<file path="config.mk">
export PLATFORM = sky130hd
export DESIGN_NAME = uart_rx
export DESIGN_NICKNAME = d
export VERILOG_FILES = /design/src/rtl/uart_rx.sv
export SDC_FILE = /design/constraint.sdc
export NUM_CORES = 1
export LEC_CHECK = 0
export ABC_AREA = 1
export BUFFER_PORTS_ARGS = -buffer_cell sky130_fd_sc_hd__buf_2
export CAP_MARGIN = 10
export CORE_MARGIN = 5
export CORE_UTILIZATION = 39
export DETAILED_ROUTE_END_ITERATION = 10
export PLACE_DENSITY = 0.55
export SLEW_MARGIN = 40
export SYNTH_ARGS = -nofsm -noshare
export SYNTH_HDL_FRONTEND = slang
export SYNTH_SLANG_ARGS = --single-unit
</file>
<file path="constraint.sdc">
create_clock -name clk -period 2.3 [get_ports clk]
set_input_delay 0.115 -clock clk [delete_from_list [all_inputs] [get_ports clk]]
set_output_delay 0.115 -clock clk [all_outputs]
set_load 0.01 [all_outputs]
</file>
<file path="src/rtl/uart_rx.sv">
// 8-bit UART receiver: 16x oversampling, mid-bit sampling, framing/parity pulses.
// Build with UART_RX_PARITY_EN defined to add one even-parity bit between the data bits and the stop bit.
module uart_rx #(
  parameter int CLK_FREQ = 18432000,
  parameter int BAUD     = 115200
) (
  input  logic       clk,
  input  logic       rst,
  input  logic       ce,
  input  logic       rx,
  output logic [7:0] data_out,
  output logic       data_valid,
  output logic       framing_error,
  output logic       parity_error,
  output logic       busy
);

  localparam int DIV_RAW = CLK_FREQ / (BAUD * 16);
  localparam int DIV     = (DIV_RAW < 1) ? 1 : DIV_RAW;
  localparam int DIV_W   = (DIV > 1) ? $clog2(DIV) : 1;

`ifdef UART_RX_PARITY_EN
  typedef enum logic [2:0] {S_IDLE, S_START, S_DATA, S_PARITY, S_STOP, S_WAIT_HIGH} state_t;
`else
  typedef enum logic [2:0] {S_IDLE, S_START, S_DATA, S_STOP, S_WAIT_HIGH} state_t;
`endif

  state_t           r_state, w_state;
  logic             r_meta, w_meta;
  logic             r_rxs, w_rxs;
  logic [DIV_W-1:0] r_div, w_div;
  logic [3:0]       r_tick, w_tick_cnt;
  logic [2:0]       r_bit, w_bit;
  logic [7:0]       r_shift, w_shift;
  logic [7:0]       r_data, w_data;
  logic             r_dv, w_dv;
  logic             r_ferr, w_ferr;
  logic             r_perr, w_perr;
  logic             w_tick;
  logic             w_samp;
`ifdef UART_RX_PARITY_EN
  logic             r_par, w_par;
`endif

  assign w_tick = (r_div == DIV_W'(DIV - 1));
  // Bit centres fall every 16 ticks once the start bit centre has been found.
  assign w_samp = w_tick && (r_tick == 4'd15);

  always_comb begin
    w_state    = r_state;
    w_meta     = r_meta;
    w_rxs      = r_rxs;
    w_div      = r_div;
    w_tick_cnt = r_tick;
    w_bit      = r_bit;
    w_shift    = r_shift;
    w_data     = r_data;
    w_dv       = 1'b0;
    w_ferr     = 1'b0;
    w_perr     = 1'b0;
`ifdef UART_RX_PARITY_EN
    w_par      = r_par;
`endif
    if (ce) begin
      w_meta = rx;
      w_rxs  = r_meta;
      if (r_state != S_IDLE) begin
        w_div = w_tick ? '0 : r_div + 1'b1;
        if (w_tick) w_tick_cnt = r_tick + 4'd1;
      end
      case (r_state)
        S_IDLE: begin
          if (!r_rxs) begin
            w_state    = S_START;
            w_div      = '0;
            w_tick_cnt = 4'd0;
          end
        end
        S_START: begin
          if (w_tick && (r_tick == 4'd7)) begin
            if (r_rxs) begin
              w_state = S_IDLE;
            end else begin
              w_state    = S_DATA;
              w_tick_cnt = 4'd0;
              w_bit      = 3'd0;
            end
          end
        end
        S_DATA: begin
          if (w_samp) begin
            w_shift = {r_rxs, r_shift[7:1]};
            w_bit   = r_bit + 3'd1;
`ifdef UART_RX_PARITY_EN
            if (r_bit == 3'd7) w_state = S_PARITY;
`else
            if (r_bit == 3'd7) w_state = S_STOP;
`endif
          end
        end
`ifdef UART_RX_PARITY_EN
        S_PARITY: begin
          if (w_samp) begin
            w_par   = r_rxs;
            w_state = S_STOP;
          end
        end
`endif
        S_STOP: begin
          if (w_samp) begin
`ifdef UART_RX_PARITY_EN
            w_perr = (r_par != ^r_shift);
`endif
            if (r_rxs) begin
              if (!w_perr) begin
                w_data = r_shift;
                w_dv   = 1'b1;
              end
              w_state = S_IDLE;
            end else begin
              w_ferr  = 1'b1;
              w_state = S_WAIT_HIGH;
            end
          end
        end
        S_WAIT_HIGH: begin
          if (r_rxs) w_state = S_IDLE;
        end
        default: w_state = S_IDLE;
      endcase
    end
  end

  always_ff @(posedge clk) begin
    if (rst) begin
      r_state <= S_IDLE;
      r_meta  <= 1'b1;
      r_rxs   <= 1'b1;
      r_div   <= '0;
      r_tick  <= 4'd0;
      r_bit   <= 3'd0;
      r_shift <= 8'h00;
      r_data  <= 8'h00;
      r_dv    <= 1'b0;
      r_ferr  <= 1'b0;
      r_perr  <= 1'b0;
`ifdef UART_RX_PARITY_EN
      r_par   <= 1'b0;
`endif
    end else begin
      r_state <= w_state;
      r_meta  <= w_meta;
      r_rxs   <= w_rxs;
      r_div   <= w_div;
      r_tick  <= w_tick_cnt;
      r_bit   <= w_bit;
      r_shift <= w_shift;
      r_data  <= w_data;
      r_dv    <= w_dv;
      r_ferr  <= w_ferr;
      r_perr  <= w_perr;
`ifdef UART_RX_PARITY_EN
      r_par   <= w_par;
`endif
    end
  end

  assign data_out      = r_data;
  assign data_valid    = r_dv;
  assign framing_error = r_ferr;
  assign parity_error  = r_perr;
  assign busy          = (r_state != S_IDLE);

endmodule
</file>
## Yosys cells after proc, flatten, opt, wreduce, memory -nomap -nowiden

Index checks and enable logic that the tools add are counted.

- Output and inout port bits: 12
- Word-level logic and storage cells: 65
- Input port bits: 4
- Bits in registers: 34

- Bitwise operators: 3
- Add/subtract/negate cells: 3
- Muxes and demuxes: 24
- Equality and inequality tests: 15
- Reductions and logical operators: 10

Operators by type and width:

| kind | number |
|---|---|
| $mux W4 | 8 |
| $mux W3 | 10 |
| $pmux W3 S5 | 1 |
| $ne A2 B2 Y1 const B | 7 |
| $add A4 B1 Y4 const B | 2 |
| $eq A4 B4 Y1 const B | 2 |
| $pmux W4 S2 | 1 |
| $reduce_and A7 Y1 | 1 |
| $eq A3 B2 Y1 const B | 2 |
| $eq A3 B3 Y1 const B | 2 |
| $pmux W3 S2 | 1 |
| $reduce_and A5 Y1 | 1 |
| $eq A4 B3 Y1 const B | 1 |
| $reduce_and A4 Y1 | 1 |
| $reduce_or A4 Y1 | 1 |
| $add A3 B1 Y3 const B | 1 |
| $eq A3 B1 Y1 const B | 1 |
| $logic_not A3 Y1 | 1 |
| $not A1 Y1 | 3 |
| $reduce_and A3 Y1 | 1 |
| $reduce_bool A3 Y1 | 1 |
| $logic_and A1 B1 Y1 | 2 |
| $mux W1 | 2 |
| $mux W2 | 1 |
| $reduce_bool A2 Y1 | 1 |

## Longest topological paths before layout

- Depth after elaboration: 6
- Gate-level depth with buffers: 11
- Mapped depth without buffers: 11

## Least setup slack after synthesis

Ideal clock, no wire load.

- Kind: reg-to-reg
- Start point: register r_tick[0]
- End point: register r_bit[1]
- Library setup time: 113 ps
- Data required time: 2187 ps
- Setup slack: 995 ps
- Path buffers: 0
- Period minus slack after synthesis: 1305 ps
- Arrival time: 1192 ps
- Stages on the path, launching flop included: 11
- Cells stage by stage: dfxtp_1 > ha_1 > nand2_1 > nor2_1 > nand3_1 > nand2_2 > nand2_2 > nor2_4 > nand2_1 > nand2_1 > nor2_1

- Longest elaborated chain between the ends: 4
- Elaborated cells between the ends (all ways): 7
- Those cells by class: eq/ne (4); reduce/logical (3)

Ends and longest elaborated chain:

| element | RTL line | source |
|---|---|---|
| start: declaration | 32 | `logic [3:0] r_tick, w_tick_cnt;` |
| start signal: assignment | 155 | `r_tick <= w_tick_cnt;` |
| $eq A4 B3 Y1 / $eq A4 B4 Y1 (equally long branches) | 80, 47 |  |
| $logic_and A1 B1 Y1, on equally long branches | 80, 47 |  |
| $ne A2 B2 Y1 (no line) | n/a |  |
| $reduce_and A5 Y1 (no line) (*) | n/a |  |
| end signal: assignment | 156 | `r_bit <= w_bit;` |
| end: declaration | 33 | `logic [2:0] r_bit, w_bit;` |

Mark *: on every way between the ends. The rest lies on a longest branch, timed or not.
A chain may end at the register's enable or synchronous reset.

## Worst setup path after layout

- Start point: register r_tick[0]
- End point: register r_tick[1]

- Longest elaborated chain between the ends: 6
- Elaborated cells between the ends (all ways): 8
- Those cells by class: add/sub (1); eq/ne (1); mux (5); reduce/logical (1)

Ends and longest elaborated chain:

| element | RTL line | source |
|---|---|---|
| $add A4 B1 Y4 | 69 | `if (w_tick) w_tick_cnt = r_tick + 4'd1;` |
| $mux W4 | 69 |  |
| $mux W4 | 67 | `if (r_state != S_IDLE) begin` |
| $mux W4 | 73, 81 |  |
| $mux W4 | 80 | `if (w_tick && (r_tick == 4'd7)) begin` |
| $pmux W4 S2 (*) | 71 | `case (r_state)` |

Marks and branches as above.

==> impl_metrics.csv <==
group,metric,value,unit
power_and_ir_drop,ir_drop,0.317,mV
yosys,syn_area,1680,sq um
sta,rsz0062_at_grt,"no",
routing,ant_nets,0,
die,die_w,75.6,um
global_routing,grt_overflow_total,0,
sta,slew_violations,0,
critical_path,crit_start,"r_tick[0]",
routing,met2WireLength,1340,um
critical_path,cp_top_family,"simple AND/OR/NAND/NOR gates",
power_and_ir_drop,clkPwrFrac,0.303,
global_routing,grt_pass1_wl,5600,um
critical_path,cp.required,2.47,ns
die,dieArea,5710,sq um
critical_path,critPathMaxFanout,6,
routing,wirelength_met1,1790,um
clocking,clock-sinks,34,
critical_path,crit_end,"r_tick[1]",
critical_path,cp_num_buf_inv,0,
place,dpl.hpwl,2410,um
clocking,clock_latency,0.28,ns
yosys,yosysUniqueCellTypes,30,
clocking,cts_buffer_depth,2,
clocking,postCtsSetupBuffers,0,
place,place.gp.congestion,0.761,
critical_path,worstPathCellList,"ha_1 > nand2_1 > nor2_1 > nand3_1 > nand2_2 > nand3_1 > o21ai_1 > nor2_1",
sta,worst_clock_skew,0.00177,ns
critical_path,worst-path-stages,8,
run,cap_viol_max_count,0,
power_and_ir_drop,power_density,797,nW/um^2
critical_path,cp-start-kind,"register",
die,ios,16,
sta,setup_tns,0,ns
critical_path,critical-path-max-stage-delay,0.38,ns
sta,tightest_slew,0.695,ns
global_routing,grt_max_degree,29,
layout,fillers,438,
routing,first_iter_violations,71,
clocking,ctsResizeCount,0,
routing,wl,3310,um
global_routing,grt_antenna_before_repair,0,
clocking,cts_hold_buf,0,
sta,maxSlewHeadroom,0.534,
critical_path,critical_path_class,"reg2reg",
global_routing,grt_pass1_vias,1169,
sta,setup_violations,0,
clocking,root_buffer,"clkbuf_8",
layout,syn_to_final_growth,11.0,%
sta,finalCritPeriodShare,0.657,
die,start_util,0.411,
critical_path,r2r_end,"r_tick[1]",
yosys,syn-num-nets,237,
critical_path,arrival,1.68,ns
die,coreArea,4090,sq um
power_and_ir_drop,p_comb_frac,0.243,
critical_path,reg2reg_from,"r_tick[0]",
die,die_h,75.6,um
routing,via_count,1376,
yosys,synth-seq-cells,34,
place,io_buffer_count,14,
yosys,ys_warn_count,0,
routing,drt_first_pass_iters,4,
yosys,avgSynthCellArea,7.30,sq um
hold_path,min_path_type,"in2reg",
clocking,cts_buffers,5,
layout,drive_gt1_frac,0.227,
layout,final_nets,253,
clocking,cts_tree,"done",
routing,routed.top_layer,"met4",
power_and_ir_drop,p_total,0.00148,W
sta,fmax,662,MHz
routing,dr_wl_met3,138,um
critical_path,r2r_slack,0.79,ns
status,status,"finished, final reports clean",
layout,layout_commonest_cell,"nor2_1",
routing,drcViolationCount,0,
routing,vias_per_cell,4.63,
sta,final.min_clock_period,1.51,ns
power_and_ir_drop,p_int,0.000988,W
power_and_ir_drop,swShare,0.334,
yosys,syn_inst,230,
sta,hold_violations,0,
layout,antenna_cells,0,
critical_path,endpoint_kind,"register",
die,num_rows,23,
global_routing,grtUsageTotal,0.131,
clocking,htree_levels,2,
yosys,synth-seq-area-share,0.406,
layout,layout_common_cells,"nor2_1 (55), dfxtp_1 (34), nand2_1 (31)",
critical_path,crit_slowest_cell,"dfxtp_1",
power_and_ir_drop,p_leak,0.803,nW
clocking,clk_pin_slew,0.07,ns
routing,routedWlPerCell,11.2,um
power_and_ir_drop,p_seq_frac,0.455,
critical_path,ff2ff_path_depth,8,
power_and_ir_drop,switchingPower,0.000496,W
-- power by group through the flow --
| stage | Clock (W) | Sequential (W) | Combinational, W |
|---|---|---|---|
| 2_1_floorplan | 0 | 0.000668 | 0.000311 |
| 3_3_place_gp | 0 | 0.000687 | 0.000362 |
| 3_5_place_dp | 0 | 0.000686 | 0.000359 |
| 4_1_cts | 0.000465 | 0.000674 | 0.000360 |
| 5_1_grt | 0.000496 | 0.000680 | 0.000402 |
| 6_report | 0.000449 | 0.000674 | 0.000360 |
-- cells by family after synthesis --
| group | after synthesis | share of synthesized area |
|---|---|---|
| buf+inv | 30 | 0.0835 |
| xor+xnor | 2 | 0.0104 |
| simple gates | 127 | 0.374 |
| compound gates | 33 | 0.101 |
| fa+ha+maj | 3 | 0.0224 |
| flops | 34 | 0.406 |
| other cells | 1 | 0.00223 |
-- worst register-to-register path, cell delays in order (launching register included) --
cell	delay, ns
dfxtp_1	0.38
ha_1	0.18
nand2_1	0.07
nor2_1	0.09
nand3_1	0.10
nand2_2	0.15
nand3_1	0.16
o21ai_1	0.21
nor2_1	0.06
-- worst min path at each step --
| stage | start | slack [ns] | cells after the start | end |
|---|---|---|---|---|
| after floorplan | rst | 0.18 | 1 | r_div[2] |
| after global placement | rx | 0.32 | 3 | r_meta |
| after detailed placement | rx | 0.33 | 3 | r_meta |
| after CTS | rx | 0.04 | 3 | r_meta |
| after global routing | rx | 0.04 | 3 | r_meta |
| final | rx | 0.04 | 3 | r_meta |
-- flip-flops by register name (all words and copies together) (netlist names) --
name,cells
r_meta,1
data_valid,1
r_rxs,1
r_bit,3
r_tick,4
r_div,4
framing_error,1
r_shift,8
r_state,3
data_out,8
-- through the flow --
stage	util	hold WS (ns)	cell area, sq um	cells	setup slack [ns]
5_1_grt	0.456	0.0354	1860	297	0.510
3_3_place_gp	0.433	0.325	1770	289	0.819
4_1_cts	0.456	0.0351	1860	297	0.793
3_5_place_dp	0.433	0.333	1770	289	0.801
6_report	0.456	0.0428	1860	297	0.790
2_1_floorplan	-	0.184	1680	230	0.995
-- cell type report --
| type | instances | area, sq um | area share |
|---|---|---|---|
| Tap cell | 50 | 62.6 | 0.0336 |
| Multi-Input combinational cell | 166 | 857 | 0.460 |
| Clock buffer | 7 | 86.3 | 0.0464 |
| Inverter | 25 | 100 | 0.0538 |
| Timing Repair Buffer | 14 | 70.1 | 0.0376 |
| Clock inverter | 1 | 5.00 | 0.00269 |
| Sequential cell | 34 | 681 | 0.366 |
-- synthesized netlist by cell type --
library cell	n	area, sq um
nor3_1	1	5.00
nand3_4	2	35.0
inv_2	5	18.8
nor2_1	55	206
clkbuf_8	1	13.8
buf_4	3	22.5
clkinv_1	1	3.75
o21ai_2	1	8.76
nor2_2	3	18.8
clkinv_2	3	15.0
nand3_1	8	40.0
o21ai_0	22	110
conb_1	1	3.75
inv_1	15	56.3
and3_1	1	6.26
nand3_2	2	20.0
inv_4	1	6.26
a21oi_1	8	40.0
nor4_1	1	6.26
clkbuf_1	1	3.75
nand4_1	5	31.3
nand2_4	1	11.3
nand2_1	31	116
nor2_4	5	56.3
dfxtp_1	34	681
ha_1	3	37.5
xor2_1	2	17.5
o22ai_1	1	6.26
o21ai_1	1	5.00
nand2_2	12	75.1
-- per-layer routing --
metal	track usage	vias to the layer above
met3	0.0435	5
met4	0.0524	0
met1	0.181	588
met5	0	-
li1	-	764
met2	0.187	19
(Power assumes the default switching activity.)
